$ cat config.mk
export PLATFORM = sky130hd
export DESIGN_NAME = countdown_timer
export DESIGN_NICKNAME = d
export VERILOG_FILES = /design/src/rtl/countdown_timer.sv
export SDC_FILE = /design/constraint.sdc
export NUM_CORES = 1
export LEC_CHECK = 0
export CORE_AREA = 4 4 97 99
export CTS_CLUSTER_SIZE = 12
export DETAILED_ROUTE_END_ITERATION = 7
export DIE_AREA = 0 0 101 103
export PLACE_DENSITY = 0.81
export SLEW_MARGIN = 15
export SYNTH_ARGS = -nofsm -noshare
export SYNTH_HDL_FRONTEND = slang
export SYNTH_SLANG_ARGS = --single-unit
$ cat constraint.sdc
create_clock -name clk -period 2.6 [get_ports clk]
set_input_delay 0.52 -clock clk [delete_from_list [all_inputs] [get_ports clk]]
set_output_delay 0.52 -clock clk [all_outputs]
set_load 0.05 [all_outputs]
$ cat src/rtl/countdown_timer.sv
// Loadable, prescaled down-counter with one-cycle done pulse and optional auto-reload.
// Counting advances once every prescale+1 clocks while running and not paused.
module countdown_timer #(
    parameter int WIDTH       = 32,
    parameter int PRESC_WIDTH = 8
) (
    input  logic                   clk,
    input  logic                   rst,
    input  logic [WIDTH-1:0]       load_val,
    input  logic [PRESC_WIDTH-1:0] prescale,
    input  logic                   start,
    input  logic                   stop,
    input  logic                   pause,
    input  logic                   auto_reload,
    output logic [WIDTH-1:0]       count,
    output logic                   busy,
    output logic                   done
);

    typedef enum logic [1:0] {
        IDLE   = 2'd0,
        RUN    = 2'd1,
        PAUSED = 2'd2
    } state_t;

    state_t                 state;
    logic [PRESC_WIDTH-1:0] pcnt;
    logic [PRESC_WIDTH-1:0] presc_reg;
    logic [WIDTH-1:0]       reload_reg;

    always_ff @(posedge clk) begin
        if (rst) begin
            state      <= IDLE;
            count      <= '0;
            pcnt       <= '0;
            reload_reg <= '0;
            presc_reg  <= '0;
            busy       <= 1'b0;
            done       <= 1'b0;
        end else begin
            done <= 1'b0;
            if (stop) begin
                state <= IDLE;
                busy  <= 1'b0;
            end else if (start) begin
                count      <= load_val;
                reload_reg <= load_val;
                presc_reg  <= prescale;
                pcnt       <= '0;
                if (load_val != '0) begin
                    state <= RUN;
                    busy  <= 1'b1;
                end else begin
                    // zero-length timer completes immediately without leaving IDLE
                    state <= IDLE;
                    busy  <= 1'b0;
                    done  <= 1'b1;
                end
            end else if (state != IDLE) begin
                if (pause) begin
                    state <= PAUSED;
                    busy  <= 1'b1;
                end else begin
                    // releasing pause resumes counting on this same edge
                    state <= RUN;
                    busy  <= 1'b1;
                    if (pcnt == presc_reg) begin
                        pcnt <= '0;
                        if (count == WIDTH'(1)) begin
                            done <= 1'b1;
                            if (auto_reload) begin
                                count <= reload_reg;
                            end else begin
                                count <= '0;
                                state <= IDLE;
                                busy  <= 1'b0;
                            end
                        end else if (count > WIDTH'(1)) begin
                            count <= count - WIDTH'(1);
                        end
                    end else begin
                        pcnt <= pcnt + PRESC_WIDTH'(1);
                    end
                end
            end
        end
    end

endmodule
==> impl_metrics.json, run 1 <==
{
  "setup_viol": 0,
  "nFillCells": 721,
  "synth_edf_count": 0,
  "drive_above_1_share_pct": 10.73,
  "cp-endpoint": "count[28]",
  "die_w_um": 101,
  "grt_overflow": 0,
  "die-area_mm2": 0.01040,
  "end_kind": "flop",
  "cts_tree": "done",
  "timing.fmax_mhz": 400.9,
  "ctsHoldBuffers": 0,
  "grt_pass1_wl_um": 22490,
  "cts_inserted_buffers": 9,
  "worst_pin_slew_ns": 0.5201,
  "critical_path_class": "flop to flop",
  "final_nets": 706,
  "gr-usage-all-layers_pct": 27.02,
  "arrival_ns": 2.76,
  "syn_area_per_cell_um2": 7.874,
  "fp.dieH_um": 103,
  "gp_congestion": 0.9127,
  "avgRoutedWirePerCell_um": 17.95,
  "vias_per_cell": 6.275,
  "num_rows": 34,
  "yosysUniqueCellTypes": 57,
  "finalClockSkew_ns": 0.007289,
  "drv_cap": 0,
  "worstSkewPairLatency_ns": 0.37,
  "dr.pass1.iters": 5,
  "start_util_pct": 52.12,
  "first_global_vias": 4633,
  "fin_cells": 770,
  "report.final.slew_viol_count": 0,
  "layout_min_cycle_time_ns": 2.494,
  "final_common_cell": "nand2_1",
  "max_slew_margin_pct": 65.01,
  "hp-class": "flop to flop",
  "yosysSeqAreaShare_pct": 37.73,
  "reg2reg_depth": 9,
  "startpoint": "count[0]",
  "fin_setup_tns_ns": 0,
  "crit_fanout": 5,
  "cts_resized": 0,
  "root_buffer": "clkbuf_8",
  "cts_sinks": 84,
  "postCtsSetupBuffers": 0,
  "synth_top_cell_by_area": "dfxtp_1",
  "final.period_utilization_pct": 95.94,
  "rsz0062_at_grt": "no",
  "yosysTopAreaCellShare_pct": 37.73,
  "status": "complete, no violations",
  "syn_nets": 615,
  "io_buffers": 79,
  "htree_levels": 3,
  "clk_pin_slew_ns": 0.09,
  "yosys_warnings": 0,
  "finalHoldViolations": 0,
  "startpoint_type": "flop",
  "drtIter0Drc": 388,
  "ys_async_sr_fraction_pct": 0,
  "cp_common_cell": "nand2_1",
  "grt_max_degree": 41,
  "area_growth_syn_to_layout_pct": 28.21,
  "ios": 80,
  "r2r_slack_ns": 0.11,
  "slowest_stage": "nor4_1",
  "worstPathRequired_ns": 2.86,
  "place_hpwl_um": 9831,
  "antenna_left": 0,
  "power_density_mw_per_mm2": 668.6,
  "vdd_drop_max_uv": 286.3,
  "crit_chain": "buf_4 -> inv_1 -> ha_1 -> nor3b_2 -> nand2_1 -> nor4_1 -> mux2i_1 -> nand2_1 -> a32o_1",
  "netlist_top_cells_area": "dfxtp_1 38%, nand2_1 9.6%, a21oi_1 6.0%, xor2_1 4.5%, nor2_1 4.4%",
  "final_cell_mix": "114 x nand2_1, 84 x dfxtp_1, 78 x clkdlybuf4s50_1",
  "critPathMaxStageDelay_ns": 0.41,
  "core_area_mm2": 0.008551,
  "dpl.cell_count": 754,
  "synth_area_mm2": 0.004457,
  "leakage_nw": 2.177,
  "r2r_start": "count[0]",
  "num_vias": 4832,
  "ys_ff_latch": 84,
  "syn-instance-count": 566,
  "clockBufferDepth": 2,
  "diodes": 0,
  "drc": 0,
  "timing.rr.end": "count[28]",
  "antenna_found_initial": 0,
  "synthFlopType": "dfxtp_1",
  "routed_wirelength_um": 13820
}
-- through the flow --
stage | hold slack, ns | worst slack [ns] | power [mW] | instance area [um2] | utilization (%)
finish | 0.4601 | 0.1055 | 3.820 | 5714 | 66.83
CTS | 0.4593 | 0.2260 | 3.807 | 5714 | 66.83
global placement | 0.4434 | 0.1114 | 2.740 | 5492 | 64.22
detailed placement | 0.4472 | 0.08460 | 2.762 | 5492 | 64.22
global route | 0.4739 | 0.004153 | 4.000 | 5714 | 66.83
floorplan | 0.4319 | 0.1168 | 2.327 | 4457 | -
-- report_power, final --
group,total [mW],internal (mW),switching (mW),leakage [nW]
Clock,1.06,0.548,0.512,0.110
Sequential,1.45,1.36,0.0897,0.685
Combinational,1.31,0.544,0.764,1.38
-- cell usage after synthesis (all sizes together) (5+ instances only) --
master,instances
a32o,5
a21oi,54
nor3,21
nand3b,5
o21ai,10
dfxtp,84
xor2,23
buf,12
nor4,21
clkbuf,23
nor2,52
nand4,8
xnor2,12
o31ai,21
nand3,10
nand2,115
a221oi,21
nand2b,8
inv,7
-- how the worst min path moves through the flow --
| stage | from | endpoint | slack, ns | cells past startpoint |
|---|---|---|---|---|
| final | reload_reg[29] | reload_reg[29] | 0.46 | 2 |
| after global routing | reload_reg[13] | reload_reg[13] | 0.47 | 2 |
| after CTS | reload_reg[13] | reload_reg[13] | 0.46 | 2 |
| after detailed placement | reload_reg[13] | reload_reg[13] | 0.45 | 2 |
| after global placement | reload_reg[11] | reload_reg[11] | 0.44 | 2 |
| after floorplan | reload_reg[18] | reload_reg[18] | 0.43 | 2 |
-- per-layer routing --
metal / vias up / wire [um] / global-route usage (%)
met5: - / 0 / 0
met4: 0 / 372 / 11.96
met3: 37 / 1308 / 3.924
met2: 279 / 6604 / 45.92
met1: 2296 / 5533 / 34.12
li1: 2220 / - / -
-- worst max-delay path, delay by kind of cell (launching register included) --
family | cells | cell delay, ns
multiplexers | 1 | 0.25
AND/OR/NAND/NOR | 4 | 1.08
buffers and inverters | 2 | 0.27
adder cells (fa/ha/maj) | 1 | 0.22
flip-flops | 1 | 0.33
AO/OA/AOI/OAI | 1 | 0.23
-- cell type report --
class,count,area [um2],area share [%]
clock inverter,7,98.84,1.730
sequential,84,1682,29.43
tap,108,135.1,2.365
multi-input combinational,440,2592,45.37
timing repair buffer,115,1056,18.48
clock buffer,9,123.9,2.168
inverter,7,26.28,0.4598
-- logic make-up after synthesis --
logic type	count (synthesis)	synth area share, %
adders and majority gates	3	0.8423
buffers and inverters	42	4.155
xor gates and xnor gates	35	6.878
DFF	84	37.73
muxes	2	0.4492
AOI/OAI and AO/OA	131	19.99
and+or+nand+nor	269	29.95
No activity file was read; power rests on OpenSTA's default activity.
==> run 2, diff against run 1 <==
==> constraint.sdc (replaced) <==
create_clock -name clk -period 2.4 [get_ports clk]
set_input_delay 0.48 -clock clk [delete_from_list [all_inputs] [get_ports clk]]
set_output_delay 0.48 -clock clk [all_outputs]
set_load 0.05 [all_outputs]
==> impl_metrics.json, run 2 (synthesized netlist as in run 1, its figures left out) <==
{
  "place_hpwl_um": 10340,
  "setup_viol": 0,
  "grt_overflow": 0,
  "slowest_stage": "clkdlybuf4s50_1",
  "start_util_pct": 52.12,
  "timing.rr.end": "count[31]",
  "whs_path_depth": 2,
  "cpLargestDelayFamily": "buffers and inverters",
  "ios": 80,
  "final_cell_mix": "113 x nand2_1, 83 x dfxtp_1, 78 x clkdlybuf4s50_1",
  "fin_setup_tns_ns": 0,
  "total_power_mw": 4.072,
  "root_buffer": "clkbuf_8",
  "fp.dieH_um": 103,
  "finalClockSkew_ns": 0.01156,
  "status": "complete, no violations",
  "dr.pass1.iters": 7,
  "clk_pin_slew_ns": 0.09,
  "crit_chain": "buf_4 -> clkdlybuf4s50_1",
  "num_vias": 4867,
  "hp-start": "rst",
  "end_kind": "output pin",
  "r2r_start": "count[0]",
  "final.period_utilization_pct": 97.27,
  "dpl.cell_count": 762,
  "routed_wirelength_um": 14330,
  "final_nets": 714,
  "grt_max_degree": 31,
  "cts_sinks": 84,
  "vdd_drop_max_uv": 320.8,
  "drv_cap": 0,
  "holdPathEnd": "reload_reg[2]",
  "critPathMaxStageDelay_ns": 0.80,
  "die_w_um": 101,
  "drive_above_1_share_pct": 12.54,
  "power_density_mw_per_mm2": 704.8,
  "worst-path-buf-inv": 2,
  "worst_pin_slew_ns": 0.5129,
  "gr-usage-all-layers_pct": 27.83,
  "nFillCells": 718,
  "crit_cells": 2,
  "num_rows": 34,
  "clockBufferDepth": 2,
  "avgRoutedWirePerCell_um": 18.41,
  "placed_cell_area_mm2": 0.005553,
  "htree_levels": 3,
  "die-area_mm2": 0.01040,
  "timing.fmax_mhz": 428.4,
  "hp-class": "primary input to flop",
  "fin_cells": 778,
  "leakage_nw": 2.217,
  "antenna_found_initial": 0,
  "critical_path_class": "flop to output pin",
  "gp_congestion": 0.9195,
  "core_area_mm2": 0.008551,
  "diodes": 0,
  "crit_fanout": 4,
  "report.final.slew_viol_count": 0,
  "max_slew_margin_pct": 65.70,
  "io_buffers": 79,
  "rsz0062_at_grt": "no",
  "reg2reg_depth": 7,
  "first_global_vias": 4624,
  "fin_area_mm2": 0.005778,
  "final_common_cell": "nand2_1",
  "cts_inserted_buffers": 9,
  "cts_tree": "done",
  "finalHoldViolations": 0,
  "grt_pass1_wl_um": 23110,
  "worstSkewPairLatency_ns": 0.37,
  "drc": 0,
  "worstPathRequired_ns": 1.92,
  "area_growth_syn_to_layout_pct": 29.65,
  "r2r_slack_ns": 0.11,
  "arrival_ns": 1.85,
  "vias_per_cell": 6.256,
  "layout_min_cycle_time_ns": 2.334,
  "antenna_left": 0,
  "startpoint_type": "flop",
  "drtIter0Drc": 430
}
[run 2: cell types whose count changed in the layout (fill, tap and decap cells not counted), sizes merged]
cell / change
buf: +8
bufinv: -1
clkbuf: +3
inv: -2
[run 2: final cells by class]
type | instances | area [um2] | share of cell area (%)
Clock inverter | 4 | 47.55 | 0.8229
Tap cell | 108 | 135.1 | 2.339
Inverter | 7 | 26.28 | 0.4547
Clock buffer | 12 | 155.1 | 2.685
Sequential cell | 84 | 1683 | 29.13
Timing Repair Buffer | 123 | 1116 | 19.32
Multi-Input combinational cell | 440 | 2615 | 45.26
[run 2: layer usage]
layer,wire (um),track usage (%)
met1,5754,36.31
met2,6821,46.18
met3,1429,5.074
met4,319,10.22
met5,0,0
[run 2: how the worst max path moves through the flow]
| stage | to | slack [ns] | start |
|---|---|---|---|
| 2_1_floorplan | count[28] | 0.03 | count[0] |
| 3_3_place_gp | busy | 0.10 | start |
| 3_5_place_dp | count[0] | 0.02 | start |
| 4_1_cts | count[3] | 0.08 | count[3] |
| 5_1_grt | count[21] | 0.008 | count[0] |
| 6_report | count[3] | 0.07 | count[3] |
[run 2: per-stage QoR]
| stage | setup WS (ns) | hold WS, ns | util [%] |
|---|---|---|---|
| after floorplan | 0.03075 | 0.4319 | - |
| after global placement | 0.1038 | 0.4435 | 64.94 |
| after detailed placement | 0.02042 | 0.4506 | 64.94 |
| after CTS | 0.07682 | 0.4242 | 67.31 |
| after global routing | 0.008358 | 0.4475 | 67.57 |
| final | 0.06561 | 0.4453 | 67.57 |
[run 2: timing repair]
action,CTS,global route
setup endpoints to repair,0,15
resized for setup,0,5
hold buffers,0,0
buffers inserted,0,0
[run 2: report_power, final]
| group | switching, mW | internal, mW |
|---|---|---|
| clock network | 0.522 | 0.535 |
| logic | 0.838 | 0.600 |
| registers | 0.101 | 1.48 |
==> run 3, diff against run 2 <==
--- a/config.mk
+++ b/config.mk
@@ -6,7 +6,6 @@
 export NUM_CORES = 1
 export LEC_CHECK = 0
 export CORE_AREA = 4 4 97 99
-export CTS_CLUSTER_SIZE = 12
 export DETAILED_ROUTE_END_ITERATION = 7
 export DIE_AREA = 0 0 101 103
 export PLACE_DENSITY = 0.81
==> results of run 3 <==
Same layout as run 2: the final DEF is identical, and so are final timing and power.
